==> src/rtl/packer_pkg.sv <==
// Shared types and constants for the RGB24 -> 32-bit AXI4-Stream packer.
package packer_pkg;

  localparam int unsigned WORD_W     = 32;
  localparam int unsigned WORD_BYTES = WORD_W / 8;
  localparam int unsigned PIX_W      = 24;

  typedef logic [1:0] phase_t;

  localparam logic [WORD_BYTES-1:0] KEEP_1B = 4'b0001;
  localparam logic [WORD_BYTES-1:0] KEEP_2B = 4'b0011;
  localparam logic [WORD_BYTES-1:0] KEEP_3B = 4'b0111;
  localparam logic [WORD_BYTES-1:0] KEEP_4B = 4'b1111;

  typedef struct packed {
    logic [WORD_W-1:0]     tdata;
    logic [WORD_BYTES-1:0] tkeep;
    logic                  tlast;
    logic                  tuser;
  } out_word_t;

  // Bytes left pending in the residue before a pixel is packed at phase p.
  function automatic logic [1:0] residue_bytes(input phase_t p);
    case (p)
      2'd1:    residue_bytes = 2'd3;
      2'd2:    residue_bytes = 2'd2;
      2'd3:    residue_bytes = 2'd1;
      default: residue_bytes = 2'd0;
    endcase
  endfunction

endpackage

==> src/rtl/axis_fifo2.sv <==
// Two-entry word FIFO; entry 0 is the output head, accepts up to two pushes per cycle.
module axis_fifo2
  import packer_pkg::*;
(
  input  logic       clk_i,
  input  logic       rst_i,
  input  logic [1:0] push_cnt_i,
  input  out_word_t  push0_i,
  input  out_word_t  push1_i,
  input  logic       pop_i,
  output out_word_t  head_o,
  output logic       valid_o,
  output logic [1:0] free_o
);

  out_word_t e0_q, e0_d, e1_q, e1_d;
  logic      v0_q, v0_d, v1_q, v1_d;
  logic      pop;

  assign pop     = pop_i && v0_q;
  assign head_o  = e0_q;
  assign valid_o = v0_q;
  // Free slots as seen by this cycle's push, counting a same-cycle pop.
  assign free_o  = 2'd2 - (2'(v0_q) + 2'(v1_q)) + 2'(pop);

  always_comb begin
    e0_d = '0;
    e1_d = '0;
    v0_d = 1'b0;
    v1_d = 1'b0;
    if (pop) begin
      if (v1_q) begin
        e0_d = e1_q;
        v0_d = 1'b1;
      end
    end else begin
      e0_d = e0_q;
      v0_d = v0_q;
      e1_d = e1_q;
      v1_d = v1_q;
    end
    // Append new words behind whatever survived the pop; empty slots stay zero.
    if (!v0_d) begin
      if (push_cnt_i >= 2'd1) begin
        e0_d = push0_i;
        v0_d = 1'b1;
      end
      if (push_cnt_i >= 2'd2) begin
        e1_d = push1_i;
        v1_d = 1'b1;
      end
    end else if (!v1_d && (push_cnt_i >= 2'd1)) begin
      e1_d = push0_i;
      v1_d = 1'b1;
    end
  end

  always_ff @(posedge clk_i or posedge rst_i) begin
    if (rst_i) begin
      e0_q <= '0;
      e1_q <= '0;
      v0_q <= 1'b0;
      v1_q <= 1'b0;
    end else begin
      e0_q <= e0_d;
      e1_q <= e1_d;
      v0_q <= v0_d;
      v1_q <= v1_d;
    end
  end

endmodule

==> src/rtl/rgb24_axis_packer.sv <==
// Packs 24-bit RGB pixels four-into-three onto a 32-bit AXI4-Stream with sof->tuser, eol->tlast.
// Define PACKER_PIXEL_COUNT_EN to add the pix_count accepted-pixel counter port.
module rgb24_axis_packer
  import packer_pkg::*;
#(
  parameter int unsigned DATA_W = 32
) (
  input  logic                  aclk,
  input  logic                  areset,
  input  logic [7:0]            r,
  input  logic [7:0]            g,
  input  logic [7:0]            b,
  input  logic                  valid,
  input  logic                  sof,
  input  logic                  eol,
  output logic                  in_stream_ready,
  output logic [DATA_W-1:0]     out_stream_tdata,
  output logic [DATA_W/8-1:0]   out_stream_tkeep,
  output logic                  out_stream_tlast,
  output logic                  out_stream_tuser,
  output logic                  out_stream_tvalid,
  input  logic                  out_stream_tready
`ifdef PACKER_PIXEL_COUNT_EN
  ,
  output logic [31:0]           pix_count
`endif
);

  phase_t              phase_q, phase_d, phase_eff;
  logic [PIX_W-1:0]    res_q, res_d, res_use;
  logic                sof_pend_q, sof_pend_d;
  logic [1:0]          res_n;
  logic [2*PIX_W-1:0]  cat;
  logic                accept;
  logic [1:0]          push_cnt;
  logic [1:0]          fifo_free;
  out_word_t           w0, w1, head;

  assign in_stream_ready = !areset && (fifo_free >= 2'd2);
  assign accept          = valid && in_stream_ready;

  // A sof pixel restarts the group: phase 0 and stale residue dropped.
  assign phase_eff = sof ? 2'd0 : phase_q;
  assign res_use   = sof ? '0 : res_q;
  assign res_n     = residue_bytes(phase_eff);
  assign cat       = ({24'd0, b, g, r} << {res_n, 3'b000}) | {24'd0, res_use};

  always_comb begin
    phase_d    = phase_q;
    res_d      = res_q;
    sof_pend_d = sof_pend_q;
    push_cnt   = 2'd0;
    w0         = '0;
    w1         = '0;
    if (accept) begin
      w0.tdata = cat[31:0];
      w0.tkeep = KEEP_4B;
      w0.tuser = sof || sof_pend_q;
      w1.tdata = {16'd0, cat[47:32]};
      if (eol) begin
        phase_d = 2'd0;
        res_d   = '0;
        case (phase_eff)
          2'd0: begin
            push_cnt = 2'd1;
            w0.tkeep = KEEP_3B;
            w0.tlast = 1'b1;
          end
          2'd1: begin
            push_cnt = 2'd2;
            w1.tkeep = KEEP_2B;
            w1.tlast = 1'b1;
          end
          2'd2: begin
            push_cnt = 2'd2;
            w1.tkeep = KEEP_1B;
            w1.tlast = 1'b1;
          end
          default: begin
            push_cnt = 2'd1;
            w0.tlast = 1'b1;
          end
        endcase
      end else begin
        phase_d = phase_t'(phase_eff + 2'd1);
        if (phase_eff == 2'd0) begin
          res_d = cat[23:0];
        end else begin
          push_cnt = 2'd1;
          res_d    = {8'd0, cat[47:32]};
        end
      end
      // tuser rides on the first word that carries the sof pixel's bytes.
      sof_pend_d = (push_cnt != 2'd0) ? 1'b0 : (sof || sof_pend_q);
    end
  end

  always_ff @(posedge aclk or posedge areset) begin
    if (areset) begin
      phase_q    <= 2'd0;
      res_q      <= '0;
      sof_pend_q <= 1'b0;
    end else begin
      phase_q    <= phase_d;
      res_q      <= res_d;
      sof_pend_q <= sof_pend_d;
    end
  end

  axis_fifo2 u_fifo (
    .clk_i      (aclk),
    .rst_i      (areset),
    .push_cnt_i (push_cnt),
    .push0_i    (w0),
    .push1_i    (w1),
    .pop_i      (out_stream_tvalid && out_stream_tready),
    .head_o     (head),
    .valid_o    (out_stream_tvalid),
    .free_o     (fifo_free)
  );

  assign out_stream_tdata = head.tdata;
  assign out_stream_tkeep = head.tkeep;
  assign out_stream_tlast = head.tlast;
  assign out_stream_tuser = head.tuser;

`ifdef PACKER_PIXEL_COUNT_EN
  logic [31:0] cnt_q, cnt_d;

  always_comb begin
    cnt_d = cnt_q;
    if (accept) begin
      cnt_d = sof ? 32'd1 : cnt_q + 32'd1;
    end
  end

  always_ff @(posedge aclk or posedge areset) begin
    if (areset) begin
      cnt_q <= '0;
    end else begin
      cnt_q <= cnt_d;
    end
  end

  assign pix_count = cnt_q;
`endif

endmodule
==> config.mk <==
export PLATFORM = sky130hd
export DESIGN_NAME = rgb24_axis_packer
export DESIGN_NICKNAME = d
export VERILOG_FILES = /design/src/rtl/packer_pkg.sv /design/src/rtl/axis_fifo2.sv /design/src/rtl/rgb24_axis_packer.sv
export SDC_FILE = /design/constraint.sdc
export NUM_CORES = 1
export LEC_CHECK = 0
export CORE_ASPECT_RATIO = 1.1
export CORE_MARGIN = 2
export CORE_UTILIZATION = 35
export DETAILED_ROUTE_END_ITERATION = 7
export PLACE_DENSITY = 0.56
export SLEW_MARGIN = 5
export SYNTH_ARGS = -nofsm -noshare
export SYNTH_HDL_FRONTEND = slang
export SYNTH_SLANG_ARGS = --single-unit
==> constraint.sdc <==
create_clock -name aclk -period 6.8 [get_ports aclk]
set_input_delay 1.7 -clock aclk [delete_from_list [all_inputs] [get_ports aclk]]
set_output_delay 1.7 -clock aclk [all_outputs]
set_load 0.05 [all_outputs]
==> out/metrics.cfg, run 1 <==
[routing]
drc = 0
dr.pass1.iters = 6
drt-initial-drc-count = 391
route.detailed.wl_per_inst_um = 20.3
detail-route-antenna-nets = 0
routed_wl_mm = 15.9
via_per_inst = 5.68
vias = 4461

[placement]
place.detailed.hpwl_mm = 11.0
dpl_worst_slack_ps = 1490
portBuffers = 69
gp_congestion = 0.860

[timing]
fin_crit_sh = 0.751
tns_ps = 0
min_period_ps = 5110
setup_violations = 0
rsz0062_at_grt = no
fmax_ghz = 0.196
finClkSkew_ps = 8.49
slew_headroom = 0.191
drv_slew = 0
hold_viol = 0
max_slew.worst_pin.slew_ps = 1210
fin_ws_ps = 1690

[yosys]
avgSynthCellArea_um2 = 9.78
seq_area_frac_synth = 0.494
synthesis.nets = 577
synth_cells = 544
yosys-top-cells-count = dfrtp_1, nand2_1, a21oi_1
syn_area_mm2 = 0.00532
yosys-top-cells-area = dfrtp_1, a21oi_1, o21ai_0
yosysTopAreaCell = dfrtp_1
ys_seq_elements = 105
synth-edff-count = 0
synth.distinct_cells = 44
yosys_warnings = 0
async_flop_share = 1.00
post-synth-top-count-cell = dfrtp_1
yosysTopAreaCellShare = 0.494
synth-main-ff-cell = dfrtp_1

[cts]
hold_buffers = 0
cts_resized = 0
numCtsBuffers = 9
cts_tree = yes
clk_latency_ps = 360
clk_pin_slew_worst_paths_ps = 70
clockRootBuffer = clkbuf_16
post_cts_buffers = 0
clockBufferDepth = 2
clkSinkCount = 105
cts_max_level = 3

[die]
die_x_um = 122
initial_core_util = 0.356
core_mm2 = 0.0149
io_pins = 70
dieHeight_um = 133
fp.dieArea_mm2 = 0.0162
rows = 47

[pwr]
power_mw = 2.88
max-vdd-ir-drop_uv = 231
powerDensity_mw_per_mm2 = 449
leakage_nw = 2.81

[critical_path]
cpPeakStageDelay_ps = 810
cp-end-kind = primary output
worstPathCellList = clkdlybuf4s50_1 > a31oi_4 > nor2_1 > clkdlybuf4s50_1
criticalPathCategory = input port to primary output
cpMaxStageDelayCell = clkdlybuf4s50_1
worstPathArrival_ps = 3410
critPathRequiredTime_ps = 5100
startpoint_type = input port
cp_common_cell = clkdlybuf4s50_1
cp_max_fo = 6

[global_routing]
first_global_vias = 4289
track_usage = 0.204
grt-ovfl-total = 0
grt_max_degree = 68
antenna_found_initial = 0
grt_pass1_wl_mm = 25.2

[layout]
final_util = 0.430
n_antenna_cell = 0
drive_above_1_share = 0.0610
syn_to_final_growth_pct = 20.6
nets = 618

[hold_path]
hp-class = register to register

[status]
status = finished, final reports clean

[run]
max_cap_violations = 0

report_power, final:
part           internal (mW)  leakage [nW]  switching, mW
registers              0.825          1.41          0.154
clock network          0.345         0.162          0.247
logic                  0.454          1.23          0.860
routing by layer:
layer | GRT usage | up-vias | wire, µm | share of wire
met5 | 0 | - | 0 | 0
li1 | - | 2114 | - | -
met3 | 0.0313 | 25 | 697 | 0.044
met1 | 0.287 | 2171 | 7350 | 0.46
met2 | 0.311 | 151 | 7430 | 0.47
met4 | 0.0900 | 0 | 466 | 0.029
state kept, by name, indices dropped and copies added, names as in the netlist:
| register | cells |
|---|---|
| u_fifo.v1_q | 1 |
| u_fifo.e1_q | 38 |
| phase_q | 2 |
| sof_pend_q | 1 |
| u_fifo.valid_o | 1 |
| res_q | 24 |
| u_fifo.head_o | 38 |
stage by stage:
step / cells / cell area, µm² / hold WS [ps]
global route: 786 / 6420 / 508
detailed placement: 770 / 6080 / 474
global placement: 770 / 6080 / 465
finish: 786 / 6420 / 497
floorplan: 544 / 5320 / 449
CTS: 786 / 6420 / 493
cells by family (layout without fill, tap and decap cells):
kind of cell,count (synthesis),count (layout),share of synthesized area
AOI/OAI and AO/OA,210,210,0.273
xor gates and xnor gates,1,1,0.00165
adders and majority gates,3,3,0.00705
buffers and inverters,54,100,0.0505
DFF,105,105,0.494
muxes,16,16,0.0301
and+or+nand+nor,155,155,0.144
critical path: cells and delay by family:
| family | cells | cell delay, ps |
|---|---|---|
| buffers and inverters | 2 | 1430 |
| and+or+nand+nor | 1 | 130 |
| AOI/OAI and AO/OA | 1 | 150 |
final timing paths:
kind / from / endpoint / slack [ps] / cells after the start
max: out_stream_tready / in_stream_ready / 1690 / 4
min: u_fifo.e1_q[29]$_DFF_PP0_ / u_fifo.e1_q[29]$_DFF_PP0_ / 500 / 1
max reg2reg: u_fifo.v1_q$_DFF_PP0_ / u_fifo.e1_q[23]$_DFF_PP0_ / 3140 / 8
min reg2reg: u_fifo.e1_q[29]$_DFF_PP0_ / u_fifo.e1_q[29]$_DFF_PP0_ / 500 / 1
max in group asynchronous: areset / u_fifo.e1_q[11]$_DFF_PP0_ / 3830 / 3
min in group asynchronous: areset / u_fifo.v1_q$_DFF_PP0_ / 1930 / 2
area by class of cell:
cell class	count	area (µm²)
sequential	105	2630
timing repair buffer	77	751
clock inverter	5	85.1
tap	196	245
fill	1513	8520
clock buffer	11	253
multi-input combinational	385	2430
inverter	7	28.8
placed cells by master (no fill, tap or decap), types with 2 or more instances in the layout:
cell type        Yosys  routed
a211oi_1             8       8
a21oi_1             58      58
a221o_1             24      24
a22o_1              25      25
a2bb2oi_1            8       8
a32o_1               8       8
a32oi_1              8       8
and2_1               3       2
and3_1              34      34
buf_4                5       8
bufinv_16            0       2
clkbuf_16            0       9
clkbuf_8             0       2
clkdlybuf4s50_1      0      69
dfrtp_1            105     105
ha_1                 3       3
inv_1                4       3
inv_2                2       2
mux2i_1             16      16
nand2_1             60      60
nand2b_1             3       3
nand3_1             13      13
nor2_1              32      32
nor2b_1              2       2
o21ai_0             52      52
o22ai_1             11      11
Note: power is estimated with default switching activity, not from simulation.
==> inputs of run 2 (changes only) <==
Clock period 6.8 ns to 5.29 ns, I/O delays scaled along.
==> out/metrics.cfg, run 2 (same netlist as run 1, synthesis figures left out) <==
[critical_path]
crit_buf_inv = 2
worstPathArrival_ps = 3070
r2r_end = u_fifo.head_o[31]$_DFF_PP0_
reg2regPathDepth = 6
rr_startpoint = u_fifo.valid_o$_DFF_PP0_
r2r_slack_ps = 2220
cp_max_fo = 6
cpMaxStageDelayCell = clkdlybuf4s50_1
cp_common_cell = clkdlybuf4s50_1
cp-end-kind = primary output
cpPeakStageDelay_ps = 810
cp_top_family = buffers and inverters
critPathRequiredTime_ps = 3970
criticalPathCategory = input port to primary output
startpoint_type = input port
worstPathCellList = clkdlybuf4s50_1 > a31oi_4 > nor2_1 > clkdlybuf4s50_1

[pwr]
p_sw_frac = 0.438
leakage_nw = 2.85
max-vdd-ir-drop_uv = 359
p_comb_frac = 0.467
pwr-share-clk = 0.205
p_sw_mw = 1.64
p_seq_frac = 0.328
powerDensity_mw_per_mm2 = 580
internal-power_mw = 2.11

[layout]
layout_common_cells = dfrtp_1, clkdlybuf4s50_1, nand2_1
instances_no_fill = 794
drive_above_1_share = 0.0736
n_antenna_cell = 0
multi_input_area_mm2 = 0.00243
nets = 626
syn_to_final_growth_pct = 21.7
ff_latch_area_mm2 = 0.00263
final_common_cell = dfrtp_1
nFillCells = 1457
final_util = 0.434

[cts]
cts_tree = yes
cts_resized = 0
post_cts_buffers = 0
numCtsBuffers = 9
clkSinkCount = 105
clockBufferDepth = 2
clockRootBuffer = clkbuf_16
clk_latency_ps = 360
cts_max_level = 3
hold_buffers = 0
clk_pin_slew_worst_paths_ps = 70

[routing]
detail-route-antenna-nets = 0
drc = 0
vias = 4666
route.detailed.wl_per_inst_um = 21.4
via_per_inst = 5.88
drt-initial-drc-count = 406
routed_wl_mm = 17.0
dr.pass1.iters = 5

[hold_path]
whs_endpoint = u_fifo.e1_q[0]$_DFF_PP0_
hp-class = register to register
min_from = u_fifo.e1_q[0]$_DFF_PP0_
holdPathStages = 1

[timing]
finClkSkew_ps = 7.39
setup_violations = 0
fin_crit_sh = 0.830
fin_ws_ps = 898
fmax_ghz = 0.228
slew_headroom = 0.226
min_period_ps = 4390
hold_viol = 0
rsz0062_at_grt = no
max_slew.worst_pin.slew_ps = 1160
tns_ps = 0
drv_slew = 0
whs_ps = 496

[run]
max_cap_violations = 0

[die]
dieHeight_um = 133
die_x_um = 122
io_pins = 70
initial_core_util = 0.356
core_mm2 = 0.0149
fp.dieArea_mm2 = 0.0162
rows = 47

[global_routing]
grt-ovfl-total = 0
antenna_found_initial = 0
grt_pass1_wl_mm = 26.5
track_usage = 0.214
first_global_vias = 4687
grt_max_degree = 68

[status]
status = finished, final reports clean

[placement]
dpl_worst_slack_ps = 767
place.detailed.hpwl_mm = 11.5
placed_cells = 778
portBuffers = 69
gp_congestion = 0.896

## run 2: changes by cell type in the layout (fill, tap and decap cells not counted), sizes merged
cell	before	now
clkbuf	11	12
inv	7	6
clkinv	2	3
buf	8	16
clkinvlp	1	0
## run 2: area by class of cell
type | instances | share of cell area
Inverter | 7 | 0.00444
Clock buffer | 12 | 0.0411
Tap cell | 196 | 0.0378
Clock inverter | 4 | 0.0114
Multi-Input combinational cell | 385 | 0.375
Sequential cell | 105 | 0.405
Timing Repair Buffer | 85 | 0.125
## run 2: worst max path at each step
stage                            startpoint                         to  slack, ps  cells after the start
final                     out_stream_tready            in_stream_ready        900                      4
after global routing      out_stream_tready            in_stream_ready        780                      4
after global placement                  sof  u_fifo.e1_q[10]$_DFF_PP0_        840                      8
after CTS                 out_stream_tready            in_stream_ready        880                      4
after detailed placement                sof  u_fifo.e1_q[36]$_DFF_PP0_        770                      8
after floorplan                      areset     phase_q[0]$_DFFE_PP0P_       1210                      1
## run 2: power by group through the flow
stage | Sequential (mW) | Combinational [mW] | Clock, mW
2_1_floorplan | 1.63 | 0.776 | 0
3_3_place_gp | 1.24 | 1.73 | 0
3_5_place_dp | 1.24 | 1.75 | 0
4_1_cts | 1.23 | 1.76 | 0.775
5_1_grt | 1.26 | 1.87 | 0.809
6_report | 1.23 | 1.75 | 0.771
## run 2: stage by stage
step / area, µm² / total power, mW
after floorplan: 5320 / 2.41
after global placement: 6140 / 2.97
after detailed placement: 6140 / 2.99
after CTS: 6480 / 3.77
after global routing: 6480 / 3.95
final: 6480 / 3.76
## run 2: routing by layer
layer / vias to the layer above / part of all wire / GRT usage
met2: 163 / 0.46 / 0.333
met1: 2338 / 0.45 / 0.292
met3: 35 / 0.049 / 0.0321
met4: 0 / 0.036 / 0.103
li1: 2130 / - / -
met5: - / 0 / 0
==> inputs of run 3 (changes only) <==
Settings changed: PLACE_DENSITY 0.56 to 0.58.
Clock period 5.29 ns to 3.55 ns, I/O delays scaled along.
==> out/metrics.cfg, run 3 (same netlist as run 1, synthesis figures left out) <==
[critical_path]
crit_buf_inv = 2
worstPathCellList = clkdlybuf4s50_1 > nand2b_1 > ha_1 > buf_4 > nand4_2 > nor2_1 > a221o_1
startpoint_type = input port
cpMaxStageDelayCell = nor2_1
cp_top_family = simple AND/OR/NAND/NOR gates
cp_max_fo = 8
critPathRequiredTime_ps = 3840
criticalPathCategory = input port to register
worstPathArrival_ps = 3240
cp-end-kind = register
cpPeakStageDelay_ps = 650

[placement]
place.detailed.hpwl_mm = 11.6
placed_cells = 795
dpl-instance-area_mm2 = 0.00630
gp_congestion = 0.823
dpl_worst_slack_ps = 289
portBuffers = 69

[timing]
slew_headroom = 0.437
whs_ps = 495
fmax_ghz = 0.338
hold_viol = 0
finClkSkew_ps = 8.51
fin_crit_sh = 0.833
drv_slew = 0
tns_ps = 0
fin_ws_ps = 594
max_slew.worst_pin.slew_ps = 842
setup_violations = 0
min_period_ps = 2960
rsz0062_at_grt = no

[cts]
clkSinkCount = 105
clockBufferDepth = 2
numCtsBuffers = 9
cts_max_level = 3
post_cts_buffers = 0
hold_buffers = 0
clk_latency_ps = 350
clk_pin_slew_worst_paths_ps = 70
cts_resized = 0
clockRootBuffer = clkbuf_16
cts_tree = yes

[global_routing]
antenna_found_initial = 0
grt_max_degree = 106
first_global_vias = 4578
grt_pass1_wl_mm = 26.4
grt-ovfl-total = 0
track_usage = 0.212

[pwr]
max-vdd-ir-drop_uv = 386
leakage_nw = 2.92
powerDensity_mw_per_mm2 = 844

[routing]
route.detailed.wl_per_inst_um = 20.6
detail-route-antenna-nets = 0
routed_wl_mm = 16.7
dr.pass1.iters = 5
vias = 4689
drt-initial-drc-count = 444
drc = 0
via_per_inst = 5.78

[layout]
instances_no_fill = 811
n_antenna_cell = 0
drive_above_1_share = 0.0992
layout_common_cells = dfrtp_1, clkdlybuf4s50_1, nand2_1
final_common_cell = dfrtp_1
ff_latch_area_mm2 = 0.00263
nets = 643
syn_to_final_growth_pct = 24.2
fin_area_mm2 = 0.00661
multi_input_area_mm2 = 0.00243
nFillCells = 1458

[die]
initial_core_util = 0.356
fp.dieArea_mm2 = 0.0162
die_x_um = 122
core_mm2 = 0.0149
io_pins = 70
dieHeight_um = 133
rows = 47

[status]
status = finished, final reports clean

[run]
max_cap_violations = 0

[hold_path]
hp-class = register to register

==> run 3: cell types whose count changed in the layout (fill, tap and decap cells not counted), sizes merged <==
cell,before,now
buf,16,34
bufinv,2,1
clkdlybuf4s50,69,68
clkinvlp,0,2
inv,6,5
==> run 3: final timing paths <==
| path | slack [ps] | depth (start not counted) | endpoint | startpoint |
|---|---|---|---|---|
| min in group asynchronous | 1110 | 3 | res_q[18]$_DFFE_PP0P_ | areset |
| worst min register to register | 490 | 2 | phase_q[1]$_DFFE_PP0P_ | phase_q[1]$_DFFE_PP0P_ |
| worst min-delay path | 490 | 2 | phase_q[1]$_DFFE_PP0P_ | phase_q[1]$_DFFE_PP0P_ |
| max in group asynchronous | 2040 | 3 | u_fifo.head_o[14]$_DFF_PP0_ | areset |
| worst max register to register | 830 | 7 | res_q[8]$_DFFE_PP0P_ | u_fifo.valid_o$_DFF_PP0_ |
| worst max-delay path | 590 | 7 | u_fifo.e1_q[17]$_DFF_PP0_ | sof |
==> run 3: final cells by class <==
type	instances	share of cell area
clock buffers	12	0.0388
clock inverters	4	0.00776
inverters	7	0.00454
multi-input cells	385	0.367
flip-flops and latches	105	0.397
well taps	196	0.0371
repair buffers	102	0.147
==> run 3: worst min-delay path: cells and delay by family (launching register included) <==
kind             cells  cell delay, ps
AO/OA/AOI/OAI        1              60
flip-flops           1             340
AND/OR/NAND/NOR      1              50
==> run 3: power by group <==
part | leakage (nW) | switching [mW] | internal (mW)
registers | 1.41 | 0.259 | 1.58
clock network | 0.149 | 0.454 | 0.586
logic | 1.36 | 1.74 | 0.959
==> run 3: per-stage QoR <==
stage / util / power [mW]
floorplan: - / 3.59
finish: 0.443 / 5.58
CTS: 0.443 / 5.61
detailed placement: 0.422 / 4.55
global placement: 0.422 / 4.51
global route: 0.443 / 5.88
==> run 3: layer usage <==
metal / GRT usage / up-vias / routed length [µm]
li1: - / 2167 / -
met4: 0.0907 / 0 / 523
met5: 0 / - / 0
met3: 0.0368 / 33 / 760
met1: 0.291 / 2335 / 7430
met2: 0.330 / 154 / 8030
